===== src/rtl/hdlc_rx_drain.sv =====
// Hdlc receive drain: reads Rx status/length, streams the Rx buffer out as
// valid/ready bytes, discards bad frames and counts good and bad frames.
module hdlc_rx_drain #(
    parameter int MAX_LEN = 126
) (
    input  logic        Clk,
    input  logic        Rst,
    input  logic        Rx_Ready,
    output logic [2:0]  Address,
    output logic        WriteEnable,
    output logic        ReadEnable,
    output logic [7:0]  DataIn,
    input  logic [7:0]  DataOut,
    output logic [7:0]  M_Data,
    output logic        M_Valid,
    input  logic        M_Ready,
    output logic        M_Last,
    output logic [15:0] Frames_Ok,
    output logic [15:0] Frames_Bad,
    output logic        Busy
);

    localparam logic [3:0] IDLE     = 4'd0;
    localparam logic [3:0] SC_REQ   = 4'd1;
    localparam logic [3:0] SC_WAIT  = 4'd2;
    localparam logic [3:0] LEN_REQ  = 4'd3;
    localparam logic [3:0] LEN_WAIT = 4'd4;
    localparam logic [3:0] DAT_REQ  = 4'd5;
    localparam logic [3:0] DAT_WAIT = 4'd6;
    localparam logic [3:0] DONE     = 4'd7;
    localparam logic [3:0] DROP     = 4'd8;
    localparam logic [3:0] CLR_WAIT = 4'd9;

    localparam logic [2:0] ADDR_SC   = 3'd2;
    localparam logic [2:0] ADDR_BUFF = 3'd3;
    localparam logic [2:0] ADDR_LEN  = 3'd4;
    localparam logic [7:0] MAX_B     = 8'(MAX_LEN);

    logic [3:0] state;
    logic [6:0] cnt;
    logic       slot_free;

    // A byte may be fetched only if the output register will be empty.
    assign slot_free = !M_Valid || M_Ready;
    assign Busy      = (state != IDLE);

    always_comb begin
        Address     = 3'd0;
        ReadEnable  = 1'b0;
        WriteEnable = 1'b0;
        DataIn      = 8'h00;
        case (state)
            SC_REQ: begin
                Address    = ADDR_SC;
                ReadEnable = 1'b1;
            end
            LEN_REQ: begin
                Address    = ADDR_LEN;
                ReadEnable = 1'b1;
            end
            DAT_REQ: begin
                if (slot_free) begin
                    Address    = ADDR_BUFF;
                    ReadEnable = 1'b1;
                end
            end
            DROP: begin
                Address     = ADDR_SC;
                WriteEnable = 1'b1;
                DataIn      = 8'h02;
            end
            default: ;
        endcase
    end

    always_ff @(posedge Clk or posedge Rst) begin
        if (Rst) begin
            state      <= IDLE;
            cnt        <= 7'd0;
            M_Data     <= 8'h00;
            M_Valid    <= 1'b0;
            M_Last     <= 1'b0;
            Frames_Ok  <= 16'h0000;
            Frames_Bad <= 16'h0000;
        end else begin
            if (M_Valid && M_Ready)
                M_Valid <= 1'b0;
            case (state)
                IDLE:
                    if (Rx_Ready)
                        state <= SC_REQ;
                SC_REQ:
                    state <= SC_WAIT;
                SC_WAIT:
                    if (|DataOut[4:2])
                        state <= DROP;
                    else if (!DataOut[0])
                        state <= IDLE;
                    else
                        state <= LEN_REQ;
                LEN_REQ:
                    state <= LEN_WAIT;
                LEN_WAIT:
                    if (DataOut == 8'd0 || DataOut > MAX_B) begin
                        state <= DROP;
                    end else begin
                        cnt   <= DataOut[6:0];
                        state <= DAT_REQ;
                    end
                DAT_REQ:
                    if (slot_free)
                        state <= DAT_WAIT;
                DAT_WAIT: begin
                    M_Data  <= DataOut;
                    M_Valid <= 1'b1;
                    M_Last  <= (cnt == 7'd1);
                    cnt     <= cnt - 7'd1;
                    state   <= (cnt == 7'd1) ? DONE : DAT_REQ;
                end
                DONE:
                    if (!M_Valid && !Rx_Ready) begin
                        if (Frames_Ok != 16'hFFFF)
                            Frames_Ok <= Frames_Ok + 16'd1;
                        state <= IDLE;
                    end
                DROP: begin
                    if (Frames_Bad != 16'hFFFF)
                        Frames_Bad <= Frames_Bad + 16'd1;
                    state <= CLR_WAIT;
                end
                CLR_WAIT:
                    if (!Rx_Ready)
                        state <= IDLE;
                default:
                    state <= IDLE;
            endcase
        end
    end

endmodule


===== config.mk =====
export PLATFORM = sky130hd
export DESIGN_NAME = hdlc_rx_drain
export DESIGN_NICKNAME = d
export VERILOG_FILES = /design/src/rtl/hdlc_rx_drain.sv
export SDC_FILE = /design/constraint.sdc
export NUM_CORES = 1
export LEC_CHECK = 0
export CAP_MARGIN = 10
export CORE_MARGIN = 2
export CORE_UTILIZATION = 40
export CTS_CLUSTER_DIAMETER = 100
export CTS_CLUSTER_SIZE = 10
export DETAILED_ROUTE_END_ITERATION = 7
export PLACE_DENSITY = 0.66
export SLEW_MARGIN = 25
export SYNTH_ARGS = -nofsm -noshare
export SYNTH_HDL_FRONTEND = slang
export SYNTH_SLANG_ARGS = --single-unit
export TNS_END_PERCENT = 5

===== constraint.sdc =====
create_clock -name Clk -period 5.5 [get_ports Clk]
set_clock_uncertainty 0.15 [all_clocks]
set_input_delay 0.825 -clock Clk [delete_from_list [all_inputs] [get_ports Clk]]
set_output_delay 0.825 -clock Clk [all_outputs]
set_load 0.1 [all_outputs]

# --- After elaboration in Yosys (flattened, before gate mapping) ---
# Cells that the tools add are included.
word_totals:
  regBits: 53
  latch_bits: 0
  mem_bits_rw: 0
  rom_bits: 0
  in_bits: 12
  output_inout_bits: 56
  word_cells: 65
  n_memories: 0
op_classes:
  add_sub_neg: 3
  n_mul: 0
  div_mod_pow: 0
  magnitude_cmp: 1
  eq_ne: 17
  n_shift: 0
  muxes: 19
  bitwise: 0
  reduce_logical: 18
ops:
  columns: ["cell", "count"]
  rows:
  - ["$pmux W4 S10", 1]
  - ["$add A16 B1 Y16 const B", 2]
  - ["$ne A16 B16 Y1 const B", 2]
  - ["$mux W4", 6]
  - ["$eq A4 B3 Y1 const B", 4]
  - ["$pmux W7 S2", 1]
  - ["$ne A2 B2 Y1 const B", 5]
  - ["$pmux W3 S3", 1]
  - ["$eq A4 B2 Y1 const B", 2]
  - ["$eq A4 B4 Y1 const B", 2]
  - ["$gt A8 B7 Y1 const B", 1]
  - ["$logic_not A8 Y1", 1]
  - ["$mux W2", 4]
  - ["$eq A7 B1 Y1 const B", 1]
  - ["$mux W7", 1]
  - ["$sub A7 B1 Y7 const B", 1]
  - ["$eq A4 B1 Y1 const B", 1]
  - ["$logic_not A4 Y1", 1]
  - ["$mux W1", 4]
  - ["$reduce_and A2 Y1", 2]
  - ["$reduce_and A4 Y1", 1]
  - ["$reduce_bool A2 Y1", 2]
  - ["$reduce_bool A4 Y1", 1]
  - ["$reduce_or A2 Y1", 2]
  - ["other kinds (6)", 9]

# --- Logic depth before layout (Yosys ltp) ---
depth:
  depth_word: 4
  depth_mapped: 7
  ltp_nobuf: 5

# --- Worst setup path after synthesis ---
# OpenSTA, ideal clock, no wires.
synth_timing:
  kind: "register to output"
  from: "register M_Valid"
  to: "output port Address[1]"
  arrival_time_ns: 3.958
  t_required_ns: 4.525
  slack_ns: 0.567
  path_stages_with_launch: 4
  n_path_buf: 0
  path_cell_list: "dfrtp_1 > nor2b_1 > nor3_1 > a21o_1"
synth_between:
  elab_chain_len: 4
synth_rtl:
  columns: ["item", "line_no", "text"]
  rows:
  - ["from (decl)", "15", "output logic M_Valid,"]
  - ["from (signal assigned)", "81", "M_Valid <= 1'b0;"]
  - ["from (signal assigned)", "87", "M_Valid <= 1'b0;"]
  - ["from (signal assigned)", "115", "M_Valid <= 1'b1;"]
  - ["$logic_not A1 Y1", "44", "assign slot_free = !M_Valid || M_Ready;"]
  - ["$logic_or A1 B1 Y1", "44", null]
  - ["$mux W2", "62", "if (slot_free) begin"]
  - ["$pmux W3 S3", "52", "case (state)"]
  - ["to (decl)", "9", "output logic [2:0] Address,"]
# Every way passes these cells.

# --- Worst setup path in the final report ---
layout_timing:
  from: "input port M_Ready"
  to: "output port Address[1]"
layout_between:
  elab_chain_len: 3
layout_rtl:
  columns: ["item", "line_no", "text"]
  rows:
  - ["from (decl)", "16", "input logic M_Ready,"]
  - ["$logic_or A1 B1 Y1", "44", null]
  - ["$mux W2", "62", null]
  - ["$pmux W3 S3", "52", null]
# Every way passes these cells.

==> qor.txt <==
sequential element share of the synthesized area = 45.1%
die width = 89.8 um
clk_lat worst skew = 0.31 ns
class of the worst hold path = flip-flop to flip-flop
most used cell, CP = clkdlybuf4s50_1
most frequent cells in the layout = 60 x clkdlybuf4s50_1, 53 x dfrtp_1, 39 x nand2_1, 18 x xor2_1, 17 x nand3_1
Arrival @ worst endpoint = 2.87 ns
Mean Syn Cell Area = 9.90 um2
Mapped Area = 0.00294 mm2
layout net count = 368
Post-route DRC = 0
die span in y = 89.8 um
post-synth top area cell = dfrtp_1
Seq cells post-synth = 53
Fin. Hold Viols = 0
Max Fclk = 260 MHz
critical path peak fanout = 4
area share of the largest cell type after synthesis = 45.1%
CTS buffer count = 5
die area = 0.00806 mm2
vias in the first global route = 2252
Setup WS pre-CTS = 1.64 ns
setup slack after layout = 1.65 ns
Synth Instances = 297
GRT Total Usage = 15.7%
final setup violation count = 0
cts hold-fix bufs = 0
Max VDD drop = 0.326 mV
CP Class = input pin to output pin
async set or reset register ratio after synthesis = 100%
pins over their slew limit = 0
clk root buf = clkbuf_8
Post-synth EDFFs = 0
post-layout min period = 3.85 ns
Initial DRC Count = 96
Slowest cell on crit path = clkdlybuf4s50_1
Vias = 2427
initial core utilization = 41.0%
Distinct cells, synth = 54
CP peak stage delay = 1.12 ns
Clock transition at path regs = 0.09 ns
total I/O pin count = 68
Resized cells post-CTS = 0
first-pass GRT wire length = 10.6 mm
worst endpoint required time = 4.53 ns
port bufs = 60
placed insts = 444
initial antenna violation count = 0
hold_ws = 0.335 ns
clk sinks = 53
top cells by area, synth = dfrtp_1 45%, xor2_1 5.4%, nand2_1 5.0%
GP Congestion = 0.808
gr ovfl total = 0
share of cells above drive strength 1 = 7.65%
status = completed
dpl hpwl = 4.47 mm
Post-CTS Setup Bufs = 0
CTS Buffer Depth = 2
H-tree depth = 2
CTS tree = yes
leakage = 1.53 nW
FP Rows = 31
Placeable Area = 0.00718 mm2
relative slew slack = 34.4%
WL final = 6.32 mm
RSZ-0062 raised after global routing = no
most common cell after layout, fill and taps aside = clkdlybuf4s50_1
power density over the cells = 553 mW/mm2
antenna diode count = 0
Worst-Margin Slew = 0.981 ns
WL/cell = 14.0 um
Top FF cell, synth = dfrtp_1
Worst setup EP type = output pin
Pre-Repair DR Iteration Count = 4
period utilisation layout = 69.9%
TNS Setup = 0 ns
post-route ant nets = 0
vias per cell = 5.37
Layout Cells excl Fill = 452
final core occ = 52.0%
largest net degree at the start of global routing = 54
MaxCap Viol Count = 0
area grow syn2layout = 26.8%
worst-path cell chain = clkdlybuf4s50_1 > nor2b_1 > nor3_1 > a21o_1 > clkdlybuf4s50_1
type of origin of the critical path = input pin
Ys Warns = 0
final timing paths:
check                                             endpoint  slack [ns]                  from  cells after the start
max in group asynchronous            M_Data[5]$_DFFE_PP0P_        3.88                   Rst                      3
min in group asynchronous       Frames_Bad[13]$_DFFE_PP0P_        0.87                   Rst                      3
worst max-delay path                            Address[1]        1.65               M_Ready                      5
worst min register to register          M_Last$_DFFE_PP0P_        0.33    M_Last$_DFFE_PP0P_                      2
worst min-delay path                    M_Last$_DFFE_PP0P_        0.33    M_Last$_DFFE_PP0P_                      2
worst max register to register          cnt[3]$_DFFE_PP0P_        2.73  state[0]$_DFFE_PP0P_                      4
through the flow:
stage          instance area, um2  power [W]
6_report                     3730    0.00206
5_1_grt                      3730    0.00216
4_1_cts                      3730    0.00208
3_5_place_dp                 3590    0.00176
3_3_place_gp                 3590    0.00175
2_1_floorplan                2960    0.00152
Yosys cell counts (7+ instances only):
cell type / instances
nor2_1: 9
a21oi_1: 8
nand2_1: 39
xnor2_1: 13
nand4_1: 14
xor2_1: 18
inv_1: 7
nand3_1: 17
nor3_1: 14
dfrtp_1: 53
buf_4: 8
cell type report:
class / count / area [um2]
sequential: 53 / 1330
clock buffer: 5 / 68.8
fill: 660 / 3450
multi-input combinational: 222 / 1500
timing repair buffer: 63 / 623
inverter: 7 / 26.3
clock inverter: 3 / 65.1
tap: 99 / 124
flip-flops by register name, summed over array words and instances, names as in the netlist:
signal	cells
Frames_Ok	16
Frames_Bad	16
M_Data	8
state	4
M_Valid	1
M_Last	1
cnt	7
logic make-up (layout without fill, tap and decap cells):
kind of cell | Yosys count | count (layout) | synth area share, %
multiplexers | 4 | 4 | 1.53
other | 1 | 7 | 0.127
XOR/XNOR | 31 | 31 | 9.23
flip-flops | 53 | 53 | 45.1
adder cells (fa/ha/maj) | 4 | 4 | 1.70
AO/OA/AOI/OAI | 37 | 37 | 9.78
buffers and inverters | 28 | 78 | 5.06
AND/OR/NAND/NOR | 139 | 139 | 27.5
power by group:
group	total [W]	internal [W]	switching, W
combinational	0.00113	0.000299	0.000830
sequential	0.000622	0.000486	0.000136
clock	0.000312	0.000181	0.000131
worst max-delay path: cells and delay by family:
family | cells | cell delay (ns)
AOI/OAI and AO/OA | 1 | 0.12
and+or+nand+nor | 2 | 0.35
buffers and inverters | 2 | 1.57
routing by layer:
layer  global-route usage (%)  part of all wire, %  vias up
li1                         -                    -     1176
met1                     19.8                   45     1187
met2                     27.1                   49       54
met3                     3.44                  3.8       10
met4                     4.87                  1.6        0
met5                        0                    0        -
Note: power is estimated with default switching activity, not from simulation.
